### src/rtl/cp0_exc_ctrl_pkg.sv
// CP0 register addresses, exception codes and the exception priority encoder
// shared by the exception controller and its timer.
package cp0_exc_ctrl_pkg;

  localparam logic [5:0] CP0ADDR_BADVADDR = 6'd8;
  localparam logic [5:0] CP0ADDR_COUNT    = 6'd9;
  localparam logic [5:0] CP0ADDR_COMPARE  = 6'd11;
  localparam logic [5:0] CP0ADDR_STATUS   = 6'd12;
  localparam logic [5:0] CP0ADDR_CAUSE    = 6'd13;
  localparam logic [5:0] CP0ADDR_EPC      = 6'd14;

  localparam logic [31:0] EXC_VECTOR = 32'hBFC0_0380;
  // Only BEV is set at reset, and BEV is hardwired, so this doubles as the read mask.
  localparam logic [31:0] STATUS_RST = 32'h0040_0000;

  typedef enum logic [4:0] {
    EXC_INT  = 5'h00,
    EXC_ADEL = 5'h04,
    EXC_ADES = 5'h05,
    EXC_SYS  = 5'h08,
    EXC_BP   = 5'h09,
    EXC_RI   = 5'h0a,
    EXC_OV   = 5'h0c
  } exc_code_e;

  typedef enum logic [1:0] {
    BADV_NONE,
    BADV_PC,
    BADV_DATA
  } badv_src_e;

  typedef struct packed {
    exc_code_e code;
    badv_src_e badv;
  } exc_sel_t;

  // flags = {AdEL_fetch, RI, Ov, Sys, Bp, AdEL_data, AdES}
  function automatic exc_sel_t exc_prioritise(input logic int_pend, input logic [6:0] flags);
    exc_sel_t s;
    s.code = EXC_INT;
    s.badv = BADV_NONE;
    if (int_pend)      s.code = EXC_INT;
    else if (flags[6]) begin s.code = EXC_ADEL; s.badv = BADV_PC;   end
    else if (flags[5]) s.code = EXC_RI;
    else if (flags[4]) s.code = EXC_OV;
    else if (flags[3]) s.code = EXC_SYS;
    else if (flags[2]) s.code = EXC_BP;
    else if (flags[1]) begin s.code = EXC_ADEL; s.badv = BADV_DATA; end
    else if (flags[0]) begin s.code = EXC_ADES; s.badv = BADV_DATA; end
    return s;
  endfunction

endpackage

### src/rtl/cp0_exc_ctrl_timer.sv
// Count/Compare timer: Count advances every second clock, TI latches on a
// Count==Compare match and is cleared only by a Compare write.
module cp0_timer
  import cp0_exc_ctrl_pkg::*;
(
  input  logic        clk,
  input  logic        rst_n,
  input  logic        count_we_i,
  input  logic        compare_we_i,
  input  logic [31:0] wdata_i,
  output logic [31:0] count_o,
  output logic [31:0] compare_o,
  output logic        ti_o
);

  logic [31:0] count_q, count_d;
  logic [31:0] compare_q, compare_d;
  logic        tick_q, tick_d;
  logic        ti_q, ti_d;

  always_comb begin
    count_d   = count_q;
    compare_d = compare_q;
    tick_d    = ~tick_q;
    ti_d      = ti_q;
    if (count_we_i) begin
      count_d = wdata_i;
      tick_d  = 1'b0;
    end else if (tick_q) begin
      count_d = count_q + 32'd1;
    end
    if (compare_we_i) compare_d = wdata_i;
    // A Compare write beats a match on the same edge.
    if (compare_we_i)
      ti_d = 1'b0;
    else if (tick_q && (count_q == compare_q) && (compare_q != 32'd0))
      ti_d = 1'b1;
  end

  always_ff @(posedge clk or negedge rst_n) begin
    if (!rst_n) begin
      count_q   <= 32'd0;
      compare_q <= 32'd0;
      tick_q    <= 1'b0;
      ti_q      <= 1'b0;
    end else begin
      count_q   <= count_d;
      compare_q <= compare_d;
      tick_q    <= tick_d;
      ti_q      <= ti_d;
    end
  end

  assign count_o   = count_q;
  assign compare_o = compare_q;
  assign ti_o      = ti_q;

endmodule

### src/rtl/cp0_exc_ctrl.sv
// WB-stage exception controller and Status/Cause/BadVAddr (+Count/Compare) CP0 file.
// Count/Compare and the timer interrupt exist only when CP0_TIMER_INT_EN is defined.
module cp0_exc_ctrl
  import cp0_exc_ctrl_pkg::*;
(
  input  logic        clk,
  input  logic        rst_n,
  input  logic        wb_valid,
  input  logic [31:0] mem_to_wb_PC_r,
  input  logic        wb_in_delay_slot,
  input  logic [6:0]  wb_exc_flags,
  input  logic [31:0] wb_badvaddr,
  input  logic        wb_eret,
  input  logic [5:0]  hw_int,
  input  logic        mtc0_we,
  input  logic [5:0]  cp0_addr,
  input  logic [31:0] mct0_data,
  input  logic [5:0]  cp0_raddr,
  input  logic [31:0] cp0_EPC_data,
  output logic [31:0] cp0_rdata,
  output logic        exception,
  output logic        EXL,
  output logic        BD,
  output logic        flush,
  output logic [31:0] redirect_pc
);

  logic [7:0]  im_q, im_d;
  logic        exl_q, exl_d;
  logic        ie_q, ie_d;
  logic        bd_q, bd_d;
  logic [4:0]  exc_code_q, exc_code_d;
  logic [5:0]  ip_hw_q;
  logic [1:0]  ip_sw_q, ip_sw_d;
  logic [31:0] badvaddr_q, badvaddr_d;

  logic        ti;
  logic [31:0] count_val, compare_val;
  logic [7:0]  ip_eff;
  logic        int_pend, eret_taken, status_we, cause_we;
  exc_sel_t    exc_sel;

  wire unused_ok = ^{mct0_data[31:16], mct0_data[7:2]};

`ifdef CP0_TIMER_INT_EN
  cp0_timer u_timer (
    .clk          (clk),
    .rst_n        (rst_n),
    .count_we_i   (mtc0_we && (cp0_addr == CP0ADDR_COUNT)),
    .compare_we_i (mtc0_we && (cp0_addr == CP0ADDR_COMPARE)),
    .wdata_i      (mct0_data),
    .count_o      (count_val),
    .compare_o    (compare_val),
    .ti_o         (ti)
  );
`else
  assign count_val   = 32'd0;
  assign compare_val = 32'd0;
  assign ti          = 1'b0;
`endif

  assign ip_eff     = {ip_hw_q[5] | ti, ip_hw_q[4:0], ip_sw_q};
  assign int_pend   = wb_valid & ie_q & ~exl_q & (|(ip_eff & im_q));
  assign exc_sel    = exc_prioritise(int_pend, wb_exc_flags);
  assign exception  = wb_valid & (int_pend | (|wb_exc_flags));
  assign eret_taken = wb_valid & wb_eret & ~exception;
  assign flush      = exception | eret_taken;
  assign BD         = wb_in_delay_slot;
  assign EXL        = exl_q;
  assign redirect_pc = exception  ? EXC_VECTOR :
                       eret_taken ? cp0_EPC_data : 32'd0;

  // Exception entry owns Status/Cause on its edge; other CP0 writes still land.
  assign status_we = mtc0_we & (cp0_addr == CP0ADDR_STATUS) & ~exception;
  assign cause_we  = mtc0_we & (cp0_addr == CP0ADDR_CAUSE) & ~exception;

  always_comb begin
    im_d       = im_q;
    exl_d      = exl_q;
    ie_d       = ie_q;
    bd_d       = bd_q;
    exc_code_d = exc_code_q;
    ip_sw_d    = ip_sw_q;
    badvaddr_d = badvaddr_q;
    if (status_we) begin
      im_d  = mct0_data[15:8];
      exl_d = mct0_data[1];
      ie_d  = mct0_data[0];
    end
    if (cause_we) ip_sw_d = mct0_data[9:8];
    if (eret_taken) exl_d = 1'b0;
    if (exception) begin
      exl_d      = 1'b1;
      exc_code_d = exc_sel.code;
      if (!exl_q) bd_d = wb_in_delay_slot;
      case (exc_sel.badv)
        BADV_PC:   badvaddr_d = mem_to_wb_PC_r;
        BADV_DATA: badvaddr_d = wb_badvaddr;
        default:   badvaddr_d = badvaddr_q;
      endcase
    end
  end

  always_ff @(posedge clk or negedge rst_n) begin
    if (!rst_n) begin
      im_q       <= 8'd0;
      exl_q      <= 1'b0;
      ie_q       <= 1'b0;
      bd_q       <= 1'b0;
      exc_code_q <= 5'd0;
      ip_hw_q    <= 6'd0;
      ip_sw_q    <= 2'd0;
      badvaddr_q <= 32'd0;
    end else begin
      im_q       <= im_d;
      exl_q      <= exl_d;
      ie_q       <= ie_d;
      bd_q       <= bd_d;
      exc_code_q <= exc_code_d;
      ip_hw_q    <= hw_int;
      ip_sw_q    <= ip_sw_d;
      badvaddr_q <= badvaddr_d;
    end
  end

  // EPC is read outside this block, so it falls through to zero here.
  always_comb begin
    cp0_rdata = 32'd0;
    case (cp0_raddr)
      CP0ADDR_BADVADDR: cp0_rdata = badvaddr_q;
      CP0ADDR_COUNT:    cp0_rdata = count_val;
      CP0ADDR_COMPARE:  cp0_rdata = compare_val;
      CP0ADDR_STATUS:   cp0_rdata = STATUS_RST | {16'd0, im_q, 6'd0, exl_q, ie_q};
      CP0ADDR_CAUSE:    cp0_rdata = {bd_q, ti, 14'd0, ip_eff, 1'b0, exc_code_q, 2'b00};
      default:          cp0_rdata = 32'd0;
    endcase
  end

endmodule
### config.mk
export PLATFORM = sky130hd
export DESIGN_NAME = cp0_exc_ctrl
export DESIGN_NICKNAME = d
export VERILOG_FILES = /design/src/rtl/cp0_exc_ctrl_pkg.sv /design/src/rtl/cp0_exc_ctrl_timer.sv /design/src/rtl/cp0_exc_ctrl.sv
export SDC_FILE = /design/constraint.sdc
export NUM_CORES = 1
export LEC_CHECK = 0
export ABC_AREA = 1
export CORE_MARGIN = 2
export CORE_UTILIZATION = 40
export CTS_CLUSTER_SIZE = 14
export DETAILED_ROUTE_END_ITERATION = 8
export DONT_BUFFER_PORTS = 1
export PLACE_DENSITY = 0.56
export SETUP_SLACK_MARGIN = 0.3
export SYNTH_ARGS = -nofsm -noshare
export SYNTH_HDL_FRONTEND = slang
export SYNTH_HIERARCHICAL = 1
export SYNTH_SLANG_ARGS = --single-unit
### constraint.sdc
create_clock -name clk -period 2.6 [get_ports clk]
set_input_delay 0.52 -clock clk [delete_from_list [all_inputs] [get_ports clk]]
set_output_delay 0.52 -clock clk [all_outputs]
set_load 0.02 [all_outputs]
==> flow_metrics.py, run 1 <==
metrics = {
    "power_and_ir_drop": {
        "power.leakage_nw": 2.262,
        "clockPowerShare": 0.271,
        "power.density_mw_per_mm2": 431.9,
        "power_switching_mw": 0.5721,
        "max-vdd-ir-drop_mv": 0.2188,
        "netSwitchingFraction": 0.3039,
        "seqPwrFrac": 0.540,
        "combPwrFrac": 0.189,
        "p_int_mw": 1.311,
    },
    "route": {
        "route.detailed.drc": 0,
        "totalWireLength_mm": 10.91,
        "dr.pass1.iters": 6,
        "ant_nets": 0,
        "vias": 3373,
        "wl_per_cell_um": 17.13,
        "drt_iter0_markers": 142,
        "avgViaCountPerCell": 5.295,
    },
    "final_layout": {
        "finalNetCount": 687,
        "fillers": 870,
        "drive_above_1_share": 0.2519,
        "seq_area_sq_mm": 0.001376,
        "area_delta_synth_final_pct": 23.72,
        "utilization": 0.5048,
        "multi_input_area_sq_mm": 0.001901,
    },
    "grt": {
        "grt_usage": 0.2108,
        "grt_pass1_wl_mm": 16.44,
        "grt_max_degree": 56,
        "grt_pass1_vias": 3130,
        "grt_overflow": 0,
        "antenna_found_initial": 1,
    },
    "synthesis": {
        "synth_ff_type": "dfrtp_1",
        "synth_edf_count": 0,
        "synth_fa_ha_area_frac": 0.003551,
        "synth_common_cells": "126 x nand2_1, 67 x inv_1, 55 x dfrtp_1",
        "synth_area_per_cell_sq_um": 7.356,
        "synth-compound-area-share": 0.04084,
        "syn_inst": 479,
        "synth_top_area_share": 0.3906,
        "synthDistinctLibCells": 24,
        "ys_top_cells_by_area": "dfrtp_1 39%, nand2_1 13%, mux2_2 10%, nand4_1 7.8%, inv_1 7.1%",
        "async_flop_share": 1.000,
        "synth_seq_area_share": 0.3906,
        "yosys_warnings": 6,
        "synth_top_area_cell": "dfrtp_1",
        "synthMuxAreaShare": 0.1023,
        "ys_ff_latch": 55,
        "yosys.area_share.simple": 0.3487,
        "synth_xor_area_frac": 0,
        "synth_nets": 639,
        "synth_top_family_by_area": "simple AND/OR/NAND/NOR gates",
        "syn-cell-area_sq_mm": 0.003523,
        "synth.most_common_cell": "nand2_1",
    },
    "cts": {
        "path_clk_slew_ns": 0.10,
        "cts_sinks": 55,
        "cts_max_path_buffers": 2,
        "root_buffer": "clkbuf_8",
        "clk_latency_ns": 0.31,
        "cts_tree": "yes",
        "h-tree-depth": 2,
        "cts_buffers": 5,
    },
    "timing": {
        "skew_ns": 0.01062,
        "drv_slew": 0,
        "timing.fmax_mhz": 438.6,
        "tns_ns": 0,
        "fin_crit_sh": 0.8769,
        "holdWs_ns": 0.05241,
        "worst_pin_slew_ns": 0.6264,
        "period_minus_slack_ns": 2.280,
        "setup_violations": 0,
        "max_slew_margin": 0.5780,
        "rsz0062_at_grt": "true",
        "finalHoldViolations": 0,
    },
    "die": {
        "fp.dieW_um": 97.86,
        "rows": 34,
        "initial_core_util": 0.4080,
        "io_pins": 227,
        "die_h_um": 97.86,
        "core_area_sq_mm": 0.008636,
        "die_area_sq_mm": 0.009576,
    },
    "setup_path": {
        "ff2ff_path_depth": 13,
        "reg2reg_from": "im_q[2]",
        "cp.arrival_ns": 1.76,
        "startpoint": "im_q[2]",
        "worst_setup_path_end_kind": "primary output",
        "cp-endpoint": "redirect_pc[2]",
        "reg2reg_slack_ns": 0.38,
        "cp.required_ns": 2.08,
        "critPathMaxFanout": 5,
        "critical_path_class": "reg2out",
        "r2r_end": "badvaddr_q[14]",
        "startpoint_type": "flop",
    },
    "run_status": {
        "status": "finished clean",
    },
    "flow_run": {
        "maxCapViolations": 0,
    },
    "placed_design": {
        "io_buffers": 0,
        "globalplace.congestion": 0.8351,
        "post-dp-hpwl_mm": 7.295,
    },
    "min_path": {
        "min-delay-path-class": "in2async",
    },
}
==> cells in the final DEF (no fill, tap or decap), types with 2 or more instances in the layout <==
| cell | n |
|---|---|
| nand2_1 | 126 |
| inv_1 | 67 |
| buf_4 | 60 |
| dfrtp_1 | 55 |
| nand4_1 | 44 |
| nor2_1 | 37 |
| nand3_1 | 37 |
| mux2_2 | 32 |
| o21ai_0 | 13 |
| o21ai_1 | 10 |
| nor2_2 | 8 |
| clkbuf_8 | 6 |
| nand3_4 | 5 |
| nand2_4 | 3 |
| nor3_1 | 3 |
| nand2_8 | 2 |
| o21ai_2 | 2 |
| clkbuf_16 | 2 |
| buf_12 | 2 |
==> worst max-delay path: stages (launching register included) <==
cell	delay, ns
dfrtp_1	0.42
nand2_1	0.07
nand2_1	0.06
nor2_1	0.10
nand2_1	0.10
nand2_4	0.11
nand2_8	0.07
nand2_8	0.11
nand3_4	0.12
nor2_1	0.12
buf_4	0.15
==> stage by stage <==
step / power [mW] / cells / cell area [sq um] / setup WS [ns]
after floorplan: 1.269 / 479 / 3523 / 0.3590
after global placement: 1.333 / 613 / 3949 / 0.2913
after detailed placement: 1.340 / 613 / 3949 / 0.2763
after CTS: 1.893 / 631 / 4230 / 0.2827
after global routing: 1.999 / 636 / 4357 / 0.2081
final: 1.883 / 637 / 4359 / 0.3200
==> power by group through the flow <==
stage / Combinational, mW / Clock, mW / Sequential (mW)
6_report: 0.356 / 0.510 / 1.02
5_1_grt: 0.406 / 0.563 / 1.03
4_1_cts: 0.345 / 0.530 / 1.02
3_5_place_dp: 0.306 / 0 / 1.03
3_3_place_gp: 0.300 / 0 / 1.03
2_1_floorplan: 0.256 / 0 / 1.01
==> metal layers <==
metal | global-route usage | part of all wire | vias up
li1 | - | - | 1650
met4 | 0.03846 | 0.0090 | 2
met1 | 0.3099 | 0.46 | 1606
met5 | 0 | 0.00073 | -
met3 | 0.04868 | 0.057 | 11
met2 | 0.3219 | 0.47 | 104
==> registers in the layout, summed over array words and instances, names as in the netlist <==
| name | cells |
|---|---|
| exc_code_q | 4 |
| badvaddr_q | 32 |
| ie_q | 1 |
| EXL | 1 |
| ip_hw_q | 6 |
| ip_sw_q | 2 |
| im_q | 8 |
| bd_q | 1 |
==> final cells by class <==
| cell class | instances | share of cell area |
|---|---|---|
| multi-input combinational | 331 | 0.4360 |
| clock buffer | 6 | 0.01894 |
| clock inverter | 2 | 0.003731 |
| antenna | 1 | 0.0005741 |
| tap | 108 | 0.03100 |
| inverter | 67 | 0.05769 |
| sequential | 55 | 0.3157 |
| timing repair buffer | 67 | 0.1363 |
==> cells by family (layout without fill, tap and decap cells) <==
| kind of cell | after synthesis | in the layout |
|---|---|---|
| adder cells (fa/ha/maj) | 1 | 1 |
| flip-flops | 55 | 55 |
| AO/OA/AOI/OAI | 28 | 28 |
| other | 0 | 1 |
| buffers and inverters | 98 | 142 |
| multiplexers | 32 | 32 |
| AND/OR/NAND/NOR | 265 | 270 |
==> repair_timing <==
action                     4_1_cts  5_1_grt
setup endpoints to repair       20       73
pin swaps                        9        6
gates cloned                     5        3
hold buffers                     1        0
gates resized for setup         10       20
hold endpoints to repair        55        0
setup buffers                    4        2
==> how the worst min path moves through the flow <==
stage          slack (ns)   from  cells past startpoint             end
6_report             0.05  rst_n                      1      ip_hw_q[1]
3_3_place_gp         0.23  rst_n                      0  badvaddr_q[10]
5_1_grt              0.07  rst_n                      1   exc_code_q[3]
3_5_place_dp         0.23  rst_n                      0  badvaddr_q[10]
4_1_cts              0.06  rst_n                      1   exc_code_q[3]
2_1_floorplan        0.22  rst_n                      0             EXL
Power figures use the tool's default switching activity.
==> run 2: changes to the inputs <==
Settings changed: CORE_ASPECT_RATIO set to 1.75.
==> flow_metrics.py, run 2 (synthesis gave the netlist of run 1 again) <==
metrics = {
    "run_status": {
        "status": "finished clean",
    },
    "timing": {
        "rsz0062_at_grt": "true",
        "period_minus_slack_ns": 2.273,
        "setup_violations": 0,
        "tns_ns": 0,
        "max_slew_margin": 0.5436,
        "skew_ns": 0.007350,
        "finalHoldViolations": 0,
        "timing.fmax_mhz": 440.0,
        "worst_pin_slew_ns": 0.6774,
        "fin_crit_sh": 0.8742,
        "drv_slew": 0,
    },
    "die": {
        "io_pins": 227,
        "initial_core_util": 0.4090,
        "fp.dieW_um": 74.95,
        "core_area_sq_mm": 0.008615,
        "die_area_sq_mm": 0.009605,
        "rows": 45,
        "die_h_um": 128.2,
    },
    "power_and_ir_drop": {
        "seqPwrFrac": 0.484,
        "max-vdd-ir-drop_mv": 0.3133,
        "combPwrFrac": 0.173,
        "power_switching_mw": 0.5902,
        "power.density_mw_per_mm2": 470.8,
        "p_int_mw": 1.506,
        "netSwitchingFraction": 0.2816,
        "power.leakage_nw": 2.265,
        "clockPowerShare": 0.343,
    },
    "final_layout": {
        "utilization": 0.5168,
        "area_delta_synth_final_pct": 26.35,
        "largest_reg_flops": 32,
        "top_register": "badvaddr_q",
        "drive_above_1_share": 0.2620,
        "layout_common_cells": "125 x nand2_1, 67 x inv_1, 55 x dfrtp_1",
        "final_cells": 641,
        "finalNetCount": 682,
        "final_common_cell": "nand2_1",
        "top_regs": "badvaddr_q: 32 flops, im_q: 8 flops, ip_hw_q: 6 flops",
    },
    "grt": {
        "grt.busiest_layer": "met2",
        "grt_pass1_wl_mm": 14.77,
        "antenna_found_initial": 1,
        "grt_overflow": 0,
        "grt.met3_usage": 0.03852,
        "grt_pass1_vias": 3170,
        "gr-usage-met2": 0.3571,
        "grt_usage": 0.1979,
        "grtUsageMet1": 0.2248,
        "grt_max_degree": 56,
    },
    "route": {
        "drt_iter0_markers": 133,
        "ant_nets": 0,
        "dr.pass1.iters": 4,
        "avgViaCountPerCell": 5.290,
        "wl_per_cell_um": 16.37,
        "route.detailed.drc": 0,
        "vias": 3391,
        "totalWireLength_mm": 10.49,
    },
    "setup_path": {
        "startpoint_type": "flop",
        "reg2reg_slack_ns": 0.44,
        "r2r_end": "badvaddr_q[26]",
        "worst_setup_path_end_kind": "primary output",
        "critPathMaxFanout": 7,
        "ff2ff_path_depth": 13,
        "cp.arrival_ns": 1.75,
        "reg2reg_from": "im_q[6]",
        "cp.required_ns": 2.08,
        "critical_path_class": "reg2out",
    },
    "flow_run": {
        "maxCapViolations": 0,
    },
    "min_path": {
        "min-delay-path-class": "in2async",
    },
    "cts": {
        "cts_buffers": 5,
        "cts_max_path_buffers": 2,
        "cts_sinks": 55,
        "path_clk_slew_ns": 0.07,
        "root_buffer": "clkbuf_16",
        "clk_latency_ns": 0.29,
        "h-tree-depth": 2,
        "cts_tree": "yes",
    },
    "placed_design": {
        "post-dp-hpwl_mm": 7.172,
        "io_buffers": 0,
        "dpl.cell_count": 620,
        "globalplace.congestion": 0.9165,
    },
}
==> run 2: changes by cell type in the layout (fill, tap and decap cells not counted), sizes merged <==
cell / delta
buf: -4
clkinv: -1
==> run 2: critical path, stage by stage (launching register included) <==
cell,delay (ns)
dfrtp_1,0.40
nand2_1,0.08
nand2_1,0.06
nor2_2,0.12
nand2_2,0.08
nand2_4,0.10
nand2_8,0.08
nand2_8,0.12
nand3_4,0.14
nor2_1,0.12
buf_4,0.15
==> run 2: how the worst max path moves through the flow <==
stage | startpoint | endpoint | slack (ns) | cells past startpoint
after global routing | im_q[6] | redirect_pc[19] | 0.23 | 10
after CTS | im_q[4] | redirect_pc[15] | 0.30 | 10
final | im_q[6] | redirect_pc[17] | 0.33 | 10
after floorplan | cp0_raddr[1] | cp0_rdata[0] | 0.36 | 6
after global placement | im_q[7] | redirect_pc[20] | 0.26 | 10
after detailed placement | wb_exc_flags[2] | redirect_pc[0] | 0.20 | 8
==> run 2: power groups by stage <==
stage | clock network [mW] | registers [mW] | logic (mW)
CTS | 0.734 | 1.01 | 0.337
detailed placement | 0 | 1.03 | 0.305
floorplan | 0 | 1.01 | 0.256
finish | 0.719 | 1.01 | 0.363
global route | 0.760 | 1.03 | 0.413
global placement | 0 | 1.03 | 0.299
==> run 2: through the flow <==
step	hold slack, ns	setup slack (ns)	area [sq um]	power [mW]
after CTS	0.09364	0.2955	4198	2.085
final	0.07994	0.3271	4452	2.096
after detailed placement	0.2257	0.1992	3945	1.334
after global routing	0.1018	0.2263	4452	2.198
after global placement	0.2262	0.2648	3945	1.325
after floorplan	0.2244	0.3590	3523	1.269
==> run 2: layer usage <==
metal	wire length, um	vias up	part of all wire
met2	5481	170	0.52
met5	0	-	0
met1	4054	1556	0.39
met4	224	0	0.021
li1	-	1646	-
met3	734	19	0.070
==> run 2: repair_timing <==
item / 4_1_cts / 5_1_grt
hold buffers: 1 / 0
setup endpoints to repair: 32 / 71
buffers inserted: 1 / 4
pin swaps: 4 / 6
gates cloned: 2 / 4
resized for setup: 7 / 41
endpoints found under the hold margin: 55 / 0
==> run 2: area by class of cell <==
cell class	instances	area [sq um]
Inverter	67	251.5
Clock buffer	7	152.6
Clock inverter	1	7.507
Antenna cell	1	2.502
Sequential cell	55	1376
Fill cell	874	4163
Tap cell	117	146.4
Timing Repair Buffer	62	569.3
Multi-Input combinational cell	331	1946
